$ cat config.mk
export PLATFORM = sky130hd
export DESIGN_NAME = game_state_controller_flat
export DESIGN_NICKNAME = d
export VERILOG_FILES = /design/src/rtl/game_state_controller_pkg.sv /design/src/rtl/game_state_controller_if.sv /design/src/rtl/game_state_controller_countdown_timer.sv /design/src/rtl/game_state_controller.sv /design/src/flat_wrapper.sv
export SDC_FILE = /design/constraint.sdc
export NUM_CORES = 1
export LEC_CHECK = 0
export BUFFER_PORTS_ARGS = -buffer_cell sky130_fd_sc_hd__buf_2
export CAP_MARGIN = 20
export CORE_AREA = 2 2 88 90
export CTS_CLUSTER_DIAMETER = 80
export DETAILED_ROUTE_END_ITERATION = 8
export DIE_AREA = 0 0 90 92
export HOLD_SLACK_MARGIN = 0.05
export PLACE_DENSITY = 0.51
export SYNTH_ARGS = -nofsm -noshare
export SYNTH_HDL_FRONTEND = slang
export SYNTH_SLANG_ARGS = --single-unit
$ cat constraint.sdc
create_clock -name i_Clk -period 7 [get_ports i_Clk]
set_input_delay 0.7 -clock i_Clk [delete_from_list [all_inputs] [get_ports i_Clk]]
set_output_delay 0.7 -clock i_Clk [all_outputs]
set_load 0.005 [all_outputs]
$ cat src/rtl/game_state_controller_pkg.sv
// Shared definitions for the Frogger game-flow controller: state encodings,
// default game tuning and small elaboration-time helpers.
package game_state_controller_pkg;

  localparam int unsigned STATE_W = 2;

  typedef enum logic [STATE_W-1:0] {
    ST_IDLE      = 2'd0,
    ST_RUNNING   = 2'd1,
    ST_HIT       = 2'd2,
    ST_GAME_OVER = 2'd3
  } game_state_e;

  localparam int unsigned DEF_NUM_LIVES         = 3;
  localparam int unsigned DEF_NUM_LANES         = 4;
  localparam int unsigned DEF_SCORE_WIDTH       = 4;
  localparam int unsigned DEF_LEVEL_WIDTH       = 3;
  localparam int unsigned DEF_GOALS_PER_LEVEL   = 3;
  localparam int unsigned DEF_HIT_FREEZE_CYCLES = 12500000;  // 0.5 s at 25 MHz
  localparam int unsigned DEF_GAME_OVER_CYCLES  = 50000000;  // 2 s at 25 MHz

  function automatic int unsigned max_u(input int unsigned a, input int unsigned b);
    return (a > b) ? a : b;
  endfunction

endpackage

$ cat src/rtl/game_state_controller_if.sv
// Controller-facing bundle: player/collision inputs and game status outputs.
// master = the controller itself, slave = the surrounding top level.
interface game_state_controller_if
  import game_state_controller_pkg::*;
#(
  parameter int unsigned NUM_LIVES   = DEF_NUM_LIVES,
  parameter int unsigned NUM_LANES   = DEF_NUM_LANES,
  parameter int unsigned SCORE_WIDTH = DEF_SCORE_WIDTH,
  parameter int unsigned LEVEL_WIDTH = DEF_LEVEL_WIDTH
) ();

  logic                   i_Start;
  logic [NUM_LANES-1:0]   i_Collision;
  logic                   i_Goal_Reached;
  logic [STATE_W-1:0]     o_State;
  logic                   o_Game_Active;
  logic                   o_Freeze;
  logic [NUM_LIVES-1:0]   o_Lives;
  logic [SCORE_WIDTH-1:0] o_Score;
  logic [LEVEL_WIDTH-1:0] o_Level;
  logic                   o_Respawn;
  logic                   o_Game_Over;

  modport master (
    input  i_Start, i_Collision, i_Goal_Reached,
    output o_State, o_Game_Active, o_Freeze, o_Lives, o_Score, o_Level,
           o_Respawn, o_Game_Over
  );

  modport slave (
    output i_Start, i_Collision, i_Goal_Reached,
    input  o_State, o_Game_Active, o_Freeze, o_Lives, o_Score, o_Level,
           o_Respawn, o_Game_Over
  );

endinterface

$ cat src/rtl/game_state_controller_countdown_timer.sv
// Loadable down-counter shared by the hit-freeze and game-over holds.
// o_Done is decoded from the count register and is high while the count is zero.
module countdown_timer #(
  parameter int unsigned WIDTH = 8
) (
  input  logic             i_Clk,
  input  logic             i_Reset,
  input  logic             i_Load,
  input  logic [WIDTH-1:0] i_Value,
  output logic             o_Done
);

  logic [WIDTH-1:0] count_q;

  always_ff @(posedge i_Clk) begin
    if (i_Reset) begin
      count_q <= '0;
    end else if (i_Load) begin
      count_q <= i_Value;
    end else if (count_q != '0) begin
      count_q <= count_q - WIDTH'(1);
    end
  end

  assign o_Done = (count_q == '0);

endmodule

$ cat src/rtl/game_state_controller.sv
// Frogger game-flow controller: game state, lives, score/level and the
// post-hit freeze / respawn and game-over hold sequences.
module game_state_controller
  import game_state_controller_pkg::*;
#(
  parameter int unsigned NUM_LIVES         = DEF_NUM_LIVES,
  parameter int unsigned NUM_LANES         = DEF_NUM_LANES,
  parameter int unsigned SCORE_WIDTH       = DEF_SCORE_WIDTH,
  parameter int unsigned GOALS_PER_LEVEL   = DEF_GOALS_PER_LEVEL,
  parameter int unsigned LEVEL_WIDTH       = DEF_LEVEL_WIDTH,
  parameter int unsigned HIT_FREEZE_CYCLES = DEF_HIT_FREEZE_CYCLES,
  parameter int unsigned GAME_OVER_CYCLES  = DEF_GAME_OVER_CYCLES
) (
  input  logic                     i_Clk,
  input  logic                     i_Reset,
  game_state_controller_if.master  bus
);

  // A zero-length hold still needs one cycle in the hold state.
  localparam int unsigned HIT_EFF = max_u(HIT_FREEZE_CYCLES, 1);
  localparam int unsigned GO_EFF  = max_u(GAME_OVER_CYCLES, 1);
  localparam int unsigned TIMER_W = $clog2(max_u(HIT_EFF, GO_EFF) + 1);
  localparam int unsigned GOAL_W  = $clog2(GOALS_PER_LEVEL + 1);

  game_state_e            state_q, state_d;
  logic [NUM_LIVES-1:0]   lives_q, lives_d;
  logic [SCORE_WIDTH-1:0] score_q, score_d;
  logic [LEVEL_WIDTH-1:0] level_q, level_d;
  logic [GOAL_W-1:0]      goal_cnt_q, goal_cnt_d;
  logic                   respawn_q, respawn_d;
  logic                   game_over_q, game_over_d;
  logic                   armed_q, armed_d;
  logic                   coll_hist_q;
  logic [NUM_LANES-1:0]   coll_lanes;
  logic                   coll_any, coll_event;
  logic                   timer_load, timer_done;
  logic [TIMER_W-1:0]     timer_value;

  assign coll_lanes = bus.i_Collision;
  assign coll_any   = |coll_lanes;
  assign coll_event = coll_any & ~coll_hist_q;

  countdown_timer #(.WIDTH(TIMER_W)) u_timer (
    .i_Clk   (i_Clk),
    .i_Reset (i_Reset),
    .i_Load  (timer_load),
    .i_Value (timer_value),
    .o_Done  (timer_done)
  );

  always_ff @(posedge i_Clk) begin
    if (i_Reset) begin
      state_q     <= ST_IDLE;
      lives_q     <= '1;
      score_q     <= '0;
      level_q     <= '0;
      goal_cnt_q  <= '0;
      respawn_q   <= 1'b0;
      game_over_q <= 1'b0;
      armed_q     <= 1'b0;
      coll_hist_q <= 1'b0;
    end else begin
      state_q     <= state_d;
      lives_q     <= lives_d;
      score_q     <= score_d;
      level_q     <= level_d;
      goal_cnt_q  <= goal_cnt_d;
      respawn_q   <= respawn_d;
      game_over_q <= game_over_d;
      armed_q     <= armed_d;
      coll_hist_q <= coll_any;
    end
  end

  always_comb begin
    state_d     = state_q;
    lives_d     = lives_q;
    score_d     = score_q;
    level_d     = level_q;
    goal_cnt_d  = goal_cnt_q;
    respawn_d   = 1'b0;
    game_over_d = 1'b0;
    armed_d     = armed_q;
    timer_load  = 1'b0;
    timer_value = '0;

    case (state_q)
      ST_IDLE: begin
        // Start must be seen low in IDLE before it can launch a game.
        if (!bus.i_Start) armed_d = 1'b1;
        if (armed_q && bus.i_Start) begin
          lives_d    = '1;
          score_d    = '0;
          level_d    = '0;
          goal_cnt_d = '0;
          respawn_d  = 1'b1;
          state_d    = ST_RUNNING;
        end
      end
      ST_RUNNING: begin
        if (coll_event) begin
          timer_load = 1'b1;
          if (lives_q == NUM_LIVES'(1)) begin
            lives_d     = '0;
            game_over_d = 1'b1;
            timer_value = TIMER_W'(GO_EFF - 1);
            state_d     = ST_GAME_OVER;
          end else begin
            lives_d     = lives_q >> 1;
            timer_value = TIMER_W'(HIT_EFF - 1);
            state_d     = ST_HIT;
          end
        end else if (bus.i_Goal_Reached) begin
          respawn_d = 1'b1;
          if (score_q != '1) score_d = score_q + SCORE_WIDTH'(1);
          if (goal_cnt_q == GOAL_W'(GOALS_PER_LEVEL - 1)) begin
            goal_cnt_d = '0;
            if (level_q != '1) level_d = level_q + LEVEL_WIDTH'(1);
          end else begin
            goal_cnt_d = goal_cnt_q + GOAL_W'(1);
          end
        end
      end
      ST_HIT: begin
        if (timer_done) begin
          respawn_d = 1'b1;
          state_d   = ST_RUNNING;
        end
      end
      ST_GAME_OVER: begin
        if (timer_done) begin
          armed_d = 1'b0;
          state_d = ST_IDLE;
        end
      end
      default: state_d = ST_IDLE;
    endcase
  end

  assign bus.o_State       = state_q;
  assign bus.o_Game_Active = (state_q == ST_RUNNING);
  assign bus.o_Freeze      = (state_q == ST_HIT) || (state_q == ST_GAME_OVER);
  assign bus.o_Lives       = lives_q;
  assign bus.o_Score       = score_q;
  assign bus.o_Level       = level_q;
  assign bus.o_Respawn     = respawn_q;
  assign bus.o_Game_Over   = game_over_q;

endmodule

$ cat src/flat_wrapper.sv
// flat-port wrapper written by rule: the top's interface ports become plain ports
module game_state_controller_flat import game_state_controller_pkg::*;
#(
  parameter int unsigned NUM_LIVES         = DEF_NUM_LIVES,
  parameter int unsigned NUM_LANES         = DEF_NUM_LANES,
  parameter int unsigned SCORE_WIDTH       = DEF_SCORE_WIDTH,
  parameter int unsigned GOALS_PER_LEVEL   = DEF_GOALS_PER_LEVEL,
  parameter int unsigned LEVEL_WIDTH       = DEF_LEVEL_WIDTH,
  parameter int unsigned HIT_FREEZE_CYCLES = DEF_HIT_FREEZE_CYCLES,
  parameter int unsigned GAME_OVER_CYCLES  = DEF_GAME_OVER_CYCLES
)
  (i_Clk, i_Reset, bus_i_Start, bus_i_Collision, bus_i_Goal_Reached, bus_o_State, bus_o_Game_Active, bus_o_Freeze, bus_o_Lives, bus_o_Score, bus_o_Level, bus_o_Respawn, bus_o_Game_Over);
  game_state_controller_if #(.NUM_LIVES(NUM_LIVES), .NUM_LANES(NUM_LANES), .SCORE_WIDTH(SCORE_WIDTH), .LEVEL_WIDTH(LEVEL_WIDTH)) bus_i ();
  input  logic i_Clk;
  input  logic i_Reset;
  input wire logic [$bits(bus_i.i_Start)-1:0] bus_i_Start;
  input wire logic [$bits(bus_i.i_Collision)-1:0] bus_i_Collision;
  input wire logic [$bits(bus_i.i_Goal_Reached)-1:0] bus_i_Goal_Reached;
  output wire logic [$bits(bus_i.o_State)-1:0] bus_o_State;
  output wire logic [$bits(bus_i.o_Game_Active)-1:0] bus_o_Game_Active;
  output wire logic [$bits(bus_i.o_Freeze)-1:0] bus_o_Freeze;
  output wire logic [$bits(bus_i.o_Lives)-1:0] bus_o_Lives;
  output wire logic [$bits(bus_i.o_Score)-1:0] bus_o_Score;
  output wire logic [$bits(bus_i.o_Level)-1:0] bus_o_Level;
  output wire logic [$bits(bus_i.o_Respawn)-1:0] bus_o_Respawn;
  output wire logic [$bits(bus_i.o_Game_Over)-1:0] bus_o_Game_Over;
  assign bus_i.i_Start = bus_i_Start;
  assign bus_i.i_Collision = bus_i_Collision;
  assign bus_i.i_Goal_Reached = bus_i_Goal_Reached;
  assign bus_o_State = bus_i.o_State;
  assign bus_o_Game_Active = bus_i.o_Game_Active;
  assign bus_o_Freeze = bus_i.o_Freeze;
  assign bus_o_Lives = bus_i.o_Lives;
  assign bus_o_Score = bus_i.o_Score;
  assign bus_o_Level = bus_i.o_Level;
  assign bus_o_Respawn = bus_i.o_Respawn;
  assign bus_o_Game_Over = bus_i.o_Game_Over;
  game_state_controller #(.NUM_LIVES(NUM_LIVES), .NUM_LANES(NUM_LANES), .SCORE_WIDTH(SCORE_WIDTH), .GOALS_PER_LEVEL(GOALS_PER_LEVEL), .LEVEL_WIDTH(LEVEL_WIDTH), .HIT_FREEZE_CYCLES(HIT_FREEZE_CYCLES), .GAME_OVER_CYCLES(GAME_OVER_CYCLES)) u_core (.i_Clk(i_Clk), .i_Reset(i_Reset), .bus(bus_i));
endmodule
# Yosys cells after proc, flatten, opt, wreduce, memory -nomap -nowiden
# Index checks and enable logic that the tools add are counted.
dict set report word_totals {
  output_inout_bits 16
  reg_bits 44
  in_bits 8
  elab_cells 93
}
dict set report classes {
  n_reduce_logical 16
  n_eq_ne 17
  n_bitwise 4
  n_mux 42
  add_sub_neg 4
}
# operator count
set ops {}
lappend ops {{2-to-1 mux 26 bit} 5}
lappend ops {{logical NOT 26 bit} 1}
lappend ops {{nonzero test 26 bit} 1}
lappend ops {{subtractor 26 x 1 -> 26 bit (second input constant)} 1}
lappend ops {{2-to-1 mux 3 bit} 7}
lappend ops {{2-to-1 mux 2 bit} 9}
lappend ops {{2-to-1 mux 4 bit} 4}
lappend ops {{!= test 2 x 1 -> 1 bit (second input constant)} 7}
lappend ops {{case mux 3 bit (2 select lines)} 2}
lappend ops {{2-to-1 mux 1 bit} 10}
lappend ops {{case mux 2 bit (4 select lines)} 1}
lappend ops {{case mux 4 bit (2 select lines)} 1}
lappend ops {{AND reduction 4 bit} 2}
lappend ops {{== test 2 bit (second input constant)} 3}
lappend ops {{!= test 2 bit (second input constant)} 3}
lappend ops {{AND reduction 3 bit} 2}
lappend ops {{AND reduction 6 bit} 1}
lappend ops {{nonzero test 2 bit} 3}
lappend ops {{AND reduction 5 bit} 1}
lappend ops {{adder 4 x 1 -> 4 bit (second input constant)} 1}
lappend ops {{!= test 4 bit (second input constant)} 1}
lappend ops {{case mux 2 bit (2 select lines)} 1}
lappend ops {{OR reduction 4 bit} 1}
lappend ops {{adder 3 x 1 -> 3 bit (second input constant)} 1}
lappend ops {{12 further kinds} 14}

# Longest topological paths before layout
# Gate-level depths: netlist of run 1.
dict set report logic_depth {
  ltp_word 6
  depth_mapped 8
  depth_no_buf 7
}

# Hierarchy
# Synthesis of run 1 repeated with hierarchy kept, for this count alone.
dict set report hier_totals {
  cells_unflattened 291
  hier_area_um2 2451.1
}
# module instances cells_per_inst seq_area_each_um2 area_each_um2
set by_module_without_submodules {}
lappend by_module_without_submodules {countdown_timer 1 187 520.5 1521.5}
lappend by_module_without_submodules {game_state_controller 1 104 360.3 929.6}

# Worst setup path after synthesis of run 1
# OpenSTA, ideal clock, no wires.
dict set report synth_path {
  kind {input to register}
  from {in bus_i_Collision[1]}
  to {reg u_core.level_q[0] (netlist: u_core.bus.o_Level[0])}
  setup_time_ns 0.072
  slack_ns 4.442
  arrival_time_ns 2.486
  path_buffers 0
  stages 5
  required_time_ns 6.928
  path_cell_list {nor4_1 -> o211a_1 -> o21bai_1 -> nor4b_1 -> mux2i_1}
}
dict set report synth_via {
  elab_chain_len 4
}
# element line_no
set synth_lines {}
lappend synth_lines {{start, declared} flat_wrapper.sv:17} ;# input wire logic [$bits(bus_i.i_Collision)-1:0] bus_i_Collision;
lappend synth_lines {{OR reduction 4 bit} game_state_controller.sv:40} ;# assign coll_any = |coll_lanes;
lappend synth_lines {{AND 1 bit} game_state_controller.sv:41} ;# assign coll_event = coll_any & ~coll_hist_q;
lappend synth_lines {{!= test 2 bit (no line)} n/a}
lappend synth_lines {{AND reduction 6 bit (no line)} n/a}
lappend synth_lines {{end signal, assigned} game_state_controller.sv:66} ;# level_q <= level_d;
lappend synth_lines {{end, declared} game_state_controller.sv:28} ;# logic [LEVEL_WIDTH-1:0] level_q, level_d;
# No other way between the ends.
# A chain may end at the register's enable or synchronous reset.

# Worst setup path after layout of run 1
dict set report layout_path {
  from {reg u_core.u_timer.count_q[18]}
  to {reg u_core.u_timer.count_q[14]}
}
dict set report layout_via {
  elab_chain_len 2
}
# element line_no
set layout_lines {}
lappend layout_lines {{start, declared} game_state_controller_countdown_timer.sv:13} ;# logic [WIDTH-1:0] count_q;
lappend layout_lines {{start signal, assigned} game_state_controller_countdown_timer.sv:19} ;# count_q <= i_Value;
lappend layout_lines {{start signal, assigned} game_state_controller_countdown_timer.sv:21} ;# count_q <= count_q - WIDTH'(1);
lappend layout_lines {{nonzero test 26 bit} game_state_controller_countdown_timer.sv:20} ;# end else if (count_q != '0) begin
lappend layout_lines {{nonzero test 2 bit (no line)} n/a}
# No other way between the ends.

==> results of run 1 <==
[routing by layer]
metal  vias to the layer above  GRT usage  part of all wire  routed length [µm]
met5                         -          0                 0                   0
met4                         0     0.0359             0.014                  71
met3                         7     0.0288             0.041                 214
met2                        42      0.225              0.47                2450
met1                       957      0.171              0.48                2510
li1                       1010          -                 -                   -
[critical path: stages, from the launching register on]
cell	delay (ps)
sky130_fd_sc_hd__dfxtp_1	370
sky130_fd_sc_hd__or4_4	590
sky130_fd_sc_hd__nor4b_1	810
sky130_fd_sc_hd__nand3_1	480
sky130_fd_sc_hd__nand3_1	290
sky130_fd_sc_hd__o21ai_0	110
[flip-flops by register name, indices dropped and copies added, names as in the netlist]
register and flops:
u_core.u_timer.count_q 26, u_core.bus.o_Score 4, u_core.bus.o_Level 3, u_core.bus.o_Lives 3, u_core.bus.o_State 2, u_core.goal_cnt_q 2
u_core.armed_q 1, u_core.bus.o_Game_Over 1, u_core.bus.o_Respawn 1, u_core.coll_hist_q 1
[where the power goes]
group	leakage (nW)	total, mW	internal [mW]	switching [mW]
Combinational	0.542	0.557	0.223	0.334
Clock	0.0541	0.197	0.106	0.0916
Sequential	0.360	0.394	0.320	0.0740
Total	0.955	1.15	0.649	0.500
[layout make-up]
type | instances | area share
multi-input cells | 199 | 0.502
flip-flops and latches | 44 | 0.347
well taps | 102 | 0.0503
repair buffers | 23 | 0.0453
clock buffers | 5 | 0.0271
clock inverters | 3 | 0.0168
inverters | 8 | 0.0118
[Yosys cell counts (all sizes together) (2+ instances only)]
cell,number,area [µm²]
o211ai,4,30.0
ha,5,62.6
or2,3,18.8
clkbuf,8,30.0
nor4,8,65.1
a21oi,18,90.1
inv,8,30.0
nor3,11,60.1
nand3b,3,22.5
xnor2,8,70.1
or3,12,75.1
nor3b,2,15.0
o211a,2,20.0
mux2i,3,30.0
o21a,2,15.0
or4b,4,40.0
nand2b,5,31.3
o31a,2,17.5
o21ai,22,110
dfxtp,44,881
a31oi,5,31.3
o21bai,2,15.0
nor2,23,86.3
xor2,7,61.3
or4,6,52.6
nand4,2,12.5
nand2,18,67.6
a2111oi,2,23.8
buf,2,10.0
nand3,5,25.0
nor4b,4,35.0
[layout by cell type (no fill, tap or decap), drive strengths merged, types with 4 or more instances in the layout]
| cell | synthesis | routed |
|---|---|---|
| dfxtp | 44 | 44 |
| nor2 | 23 | 23 |
| buf | 2 | 23 |
| o21ai | 22 | 22 |
| nand2 | 18 | 18 |
| a21oi | 18 | 18 |
| or3 | 12 | 12 |
| nor3 | 11 | 11 |
| inv | 8 | 8 |
| xnor2 | 8 | 8 |
| nor4 | 8 | 8 |
| xor2 | 7 | 7 |
| or4 | 6 | 6 |
| nand2b | 5 | 5 |
| nand3 | 5 | 5 |
| a31oi | 5 | 5 |
| ha | 5 | 5 |
| clkbuf | 8 | 5 |
| nor4b | 4 | 4 |
| o211ai | 4 | 4 |
| or4b | 4 | 4 |
[kinds of logic after synthesis]
group                      share of synthesized area
adders and majority gates                     0.0281
DFF                                            0.396
and+or+nand+nor                                0.276
muxes                                         0.0135
AOI/OAI and AO/OA                              0.196
xor gates and xnor gates                      0.0591
buffers and inverters                         0.0315
[worst max-delay path by stage]
stage | slack (ps) | from | end | cells after the start
after floorplan | 4440 | bus_i_Collision[1] | u_core.bus.o_Level[0]$_SDFFE_PP0P_ | 5
after global placement | 4020 | bus_i_Collision[1] | u_core.bus.o_Level[1]$_SDFFE_PP0P_ | 6
after detailed placement | 3960 | bus_i_Collision[1] | u_core.bus.o_Level[2]$_SDFFE_PP0P_ | 6
after CTS | 4260 | u_core.u_timer.count_q[18]$_SDFFE_PP0P_ | u_core.u_timer.count_q[14]$_SDFFE_PP0P_ | 5
after global routing | 4080 | bus_i_Collision[1] | u_core.bus.o_Level[1]$_SDFFE_PP0P_ | 6
final | 4240 | u_core.u_timer.count_q[18]$_SDFFE_PP0P_ | u_core.u_timer.count_q[14]$_SDFFE_PP0P_ | 5
==> results list, run 1 <==
- Cell chosen for the clock root: sky130_fd_sc_hd__clkbuf_8
* Worst-case clock skew: 9.89 ps
* LEAKAGE: 0.955 nW
- Setup slack at placement: 3960 ps
- The most used flip-flop cell after synthesis is sky130_fd_sc_hd__dfxtp_1.
* Count of filler cells inserted in the layout: just over 800
* Routability congestion estimate: 0.768
- Mapped Area: 2220 µm²
- Clock Tree Buf Depth: 2
* Aggregate negative setup slack: 0 ps
* Required arrival time at the worst endpoint: 7180 ps
- Worst reg2reg path startpoint: u_core.u_timer.count_q[18]$_SDFFE_PP0P_
* Slack of the worst reg-to-reg path: about 4200 ps
- Post-synth EDFFs: 0
* Setup-violating endpoint count in the final report: 0
- The final hold violation count is 0.
- Total length of routed wires: around 5.2 mm
- The flow ran to the end, and the final reports show no timing, DRC or antenna violations.
- Hold repair after CTS inserted 0 buffers.
* Number of global-route vias before repair: 1,871
- Post-DRT Antenna Nets: 0
- After layout, the minimum clock period comes to 2760 ps.
- Of the available clock period, the critical path in the final layout requires 0.394.
- Dividing total power by cell area gives a power density of 452 nW/µm².
- Post-CTS repair changed the size of 0 cells.
* Number of cells produced by synthesis: 261
- Final-report max-slew violation count: 0
- TritonCTS clock tree: done
- Cell area after placement: 2430 µm²
- The worst setup path is captured at a flop.
* Die Width: 90 µm
- Hold slack final: 484 ps
- The number of antenna violations at the first check in global routing was 0.
- Average vias per placed instance: 5.25
- The die covers 8280 µm².
* Max H-tree Level: 2
- Num Clock Sinks: 44
* Final worst slack: 4240 ps
- From synthesis to final layout, the design area changed by 14.1%.
- Finished Layout Cells: 384
- Global route total overflow: 0
- For this run, the post-layout net count is 294.
- The synthesized design contains 44 register bits.
* CTS buffer count: 5
- For this run, the top clock speed supported by timing is 363 MHz.
- During placement, the flow inserted port buffers numbering 23.
- Hold Path Depth: 2
- Total vias in the final route: 2,016
- Clock-pin slew was measured on the worst setup and hold paths at approximately 90 ps.
- Setup fix buffers added after clock tree synthesis: 0
- Startpoint class of the critical path: flop
* Post-DP HPWL: 3.74 mm
- For this run, the detailed router's first-pass iteration total came to 4.
- Number of primary I/O pins: 24
- The die is roughly 90 µm tall.
* Max-cap viol count: 0
- Global-route wire length before repair: between 9 and 10 mm
- Destination of the worst register-to-register timing path: u_core.u_timer.count_q[14]$_SDFFE_PP0P_
- Synth unique cells: 48
- Across the VDD grid, the largest voltage drop is 148 µV.
- Summing all multi-input logic gate instances after layout gives 1270 µm².
- Global routing usage summed across all routing layers: 0.133
* RSZ-0062 raised after global routing: false
- Total power consumption of the routed design: ~1.1 mW
- Count of yosys warnings during synthesis: 0
- The critical path in this run is classified as reg2reg.
* Biggest fanout along the worst timing path: 7
* Hold Crit Endpoint: u_core.goal_cnt_q[1]$_SDFFE_PP0P_
- Utilization after layout: 0.341
* Mean instance size in the synthesized netlist: 8.52 µm²
- In this run the standard cell core region covers 7450 µm².
* Number of diodes: 0
* Clk_lat worst skew: roughly 300 ps
- Of the synthesized area, sequential elements account for 0.396.
* Post-route design area: 2540 µm²
- The initial utilization of the core area, before any placement, comes to 0.299.
- Measured against its own limit, the worst slew margin works out to 0.352.
- Net Count, Synth: 274
* Post-Place Cells: 376
- Register area: 881 µm²
- Entering global routing, the biggest net connects 30 pins.
- The tightest min-delay check is of the reg2reg type.
- At the pin with the least slew margin, the transition time is 958 ps.
- The startpoint identified for the worst hold timing path is u_core.goal_cnt_q[1]$_SDFFE_PP0P_.
* Worst Path Arrival: about 2900 ps
- In the final layout, the share of cells above drive strength 1 is 0.149.
- Initial detailed-routing violation count: around 130
- Synth async-reset ratio: 0
* DRC violations left: 0
* Number of rows created at floorplan: 32
- After detailed routing, the average wire length per cell comes to ~14 µm.
- The worst register-to-register path has a depth of 5.
No activity file was read; power rests on OpenSTA's default activity.
==> run 2, diff against run 1 <==
==> constraint.sdc (replaced) <==
create_clock -name i_Clk -period 2.8 [get_ports i_Clk]
set_input_delay 0.28 -clock i_Clk [delete_from_list [all_inputs] [get_ports i_Clk]]
set_output_delay 0.28 -clock i_Clk [all_outputs]
set_load 0.005 [all_outputs]
==> results list, run 2 (synthesis results as in run 1) <==
- In the final layout, the share of cells above drive strength 1 is 0.175.
- Final worst slack: between 150 and 200 ps
- After the first detailed-routing iteration, the DRC count stood at 153.
- Total of buffers placed on input and output ports: 23
- Power comes to 2.98 mW.
- In this run the count of I/O pins placed on the die edge is 24.
- The number of buffers and inverters on the critical path is 2.
* Post-DP HPWL: a little under 4 mm
* Maximum cell stage delay along the critical path: ~660 ps
- The initialized floorplan defines 32 standard-cell rows.
- Aggregate negative setup slack: 0 ps
- RSZ-0062 raised after global routing: false
- 0 antenna diodes ended up in the layout.
- Routability congestion estimate: approximately 0.82
- Die Ht: 92 µm
- The max-slew violation total from the final report came to 0.
- The flow ran to the end, and the final reports show no timing, DRC or antenna violations.
* Global routing usage summed across all routing layers: 0.137
- At the later pin of the worst-skew pair, clock insertion delay measures around 300 ps.
- Largest net degree at the start of global routing: 30
* Final hold violation count: 0
- Biggest fanout along the worst timing path: 9
- Cell chosen for the clock root: sky130_fd_sc_hd__clkbuf_8
* Headroom to the max-slew limit: 0.626
- Area added between synthesis and finish: 17.8%
* Crit. End Element: flop
- Core region area: 7450 µm²
* Commonest cells after routing, fill and taps aside: 44 x sky130_fd_sc_hd__dfxtp_1, 23 x sky130_fd_sc_hd__nor2_1, 23 x sky130_fd_sc_hd__buf_2, 20 x sky130_fd_sc_hd__o21ai_0
- Slack of the worst reg-to-reg path: roughly 190 ps
* Highest Clock Rate: 383 MHz
* Global route total overflow: 0
- Counting every sink on the clock net gives 44.
- Once placement finished, the instance area stood at 2490 µm².
- The H-tree generated during clock tree synthesis spans 2 levels.
- Worst-case clock skew: 11.9 ps
- The die covers 8280 µm².
- Cell-by-cell trace of the critical path: inv_1 -> ha_1 -> nor3b_1 -> or4b_1 -> a2111oi_0 -> buf_4 -> xnor2_1 -> nor2_1
- The number of antenna violations at the first check in global routing is 0.
- Required arrival time at the worst endpoint: 2990 ps
- Final #Nets: 303
- The floorplan step set the die width to about 90 µm.
* Startpoint class of the critical path: flop
* Cell family contributing the most delay on the critical path: simple AND/OR/NAND/NOR gates
- The critical path in this run is classified as reg2reg.
- After detailed routing, the number of remaining DRC violations is 0.
* LEAKAGE: 1.01 nW
- Ranked by flip-flop count, first place goes to u_core.u_timer.count_q.
- The count of nets left with antenna violations once routing finished came out at 0.
- Post-route design area: 2620 µm²
- Final worst-path cycle share: 0.932
- The register with the most flip-flops in the layout has 26 of them.
* Total vias in the final route: between 2k and 2.5k
- Setup slack at placement: 249 ps
- The library cell used most frequently in the layout, excluding fill and tap cells, is sky130_fd_sc_hd__dfxtp_1.
- Max-cap viol count: 0
- Min-Delay Path Class: in2reg
- TritonCTS clock tree: done
* Worst Path Arrival: 2800 ps
- Counting I/O delays and the setup requirement, the final critical path takes 2610 ps.
- IR analysis of the VDD net gives a maximum drop of 373 µV.
- The largest individual stage delay along the critical path comes from the cell sky130_fd_sc_hd__or4b_1.
- After detailed routing, the average wire length per cell comes to 13.7 µm.
- Initial cell density of the core: 0.299
- Setup-violating endpoint count in the final report: 0
* Areal power density over the cells: about 1100 nW/µm²
- The first TritonRoute pass finished after 4 iterations.
- Buffers added to address setup during post-CTS repair amount to 0.
- Post-cts repair resize count: 0
* CTS buffer count: 5
- The longest clock path from root to sink contains 2 buffers.
- After detailed routing, the total wire length is roughly 5.4 mm.
- Number of buffers inserted by hold repair at cts: 0
* Global-route wire length before repair: 9.33 mm
- Using the TritonRoute via totals, the vias-per-cell ratio works out to approximately 5.
- After clock tree synthesis, the clock-pin slew on the worst setup and hold paths is 90 ps.
* Worst Max-Slew Pin Slew: 547 ps
* Number of global-route vias before repair: 1,945
run 2: changes by cell type in the layout (fill, tap and decap cells not counted), sizes merged:
cell	delta
buf	+9
clkbuf	+2
clkinv	-1
clkinvlp	-1
run 2: area by class of cell:
| cell class | instances | area [µm²] |
|---|---|---|
| clock buffer | 7 | 96.3 |
| clock inverter | 1 | 30.0 |
| fill | 821 | 4830 |
| inverter | 8 | 30.0 |
| multi-input combinational | 199 | 1270 |
| sequential | 44 | 881 |
| tap | 102 | 128 |
| timing repair buffer | 32 | 183 |
run 2: routing by layer:
layer,global-route usage,up-vias,share of wire
li1,-,1022,-
met1,0.183,949,0.49
met2,0.229,50,0.46
met3,0.0279,4,0.045
met4,0.0308,0,0.0074
met5,0,-,0
run 2: path summary, 6_finish.rpt:
path	cells after the start	start	endpoint
worst max-delay path	8	u_core.u_timer.count_q[0]$_SDFFE_PP0P_	u_core.u_timer.count_q[24]$_SDFFE_PP0P_
worst min-delay path	4	bus_i_Collision[2]	u_core.coll_hist_q$_SDFF_PP0_
worst max register to register	8	u_core.u_timer.count_q[0]$_SDFFE_PP0P_	u_core.u_timer.count_q[24]$_SDFFE_PP0P_
worst min register to register	2	u_core.goal_cnt_q[1]$_SDFFE_PP0P_	u_core.goal_cnt_q[1]$_SDFFE_PP0P_
run 2: through the flow:
stage / hold WS [ps] / cells / util
6_report: 342 / 393 / 0.352
5_1_grt: 358 / 393 / 0.352
4_1_cts: 330 / 393 / 0.352
3_5_place_dp: 471 / 385 / 0.335
3_3_place_gp: 464 / 385 / 0.335
2_1_floorplan: 449 / 261 / -
run 2: worst min-delay path, stage by stage:
cell and delay [ps]:
sky130_fd_sc_hd__buf_2 70, sky130_fd_sc_hd__nor4_1 30, sky130_fd_sc_hd__buf_4 140, sky130_fd_sc_hd__nor2_1 70
run 2: report_power, final:
group | switching [mW] | total, mW | internal, mW
Clock | 0.221 | 0.536 | 0.315
Combinational | 0.841 | 1.46 | 0.619
Sequential | 0.183 | 0.984 | 0.800
Total | 1.25 | 2.98 | 1.73
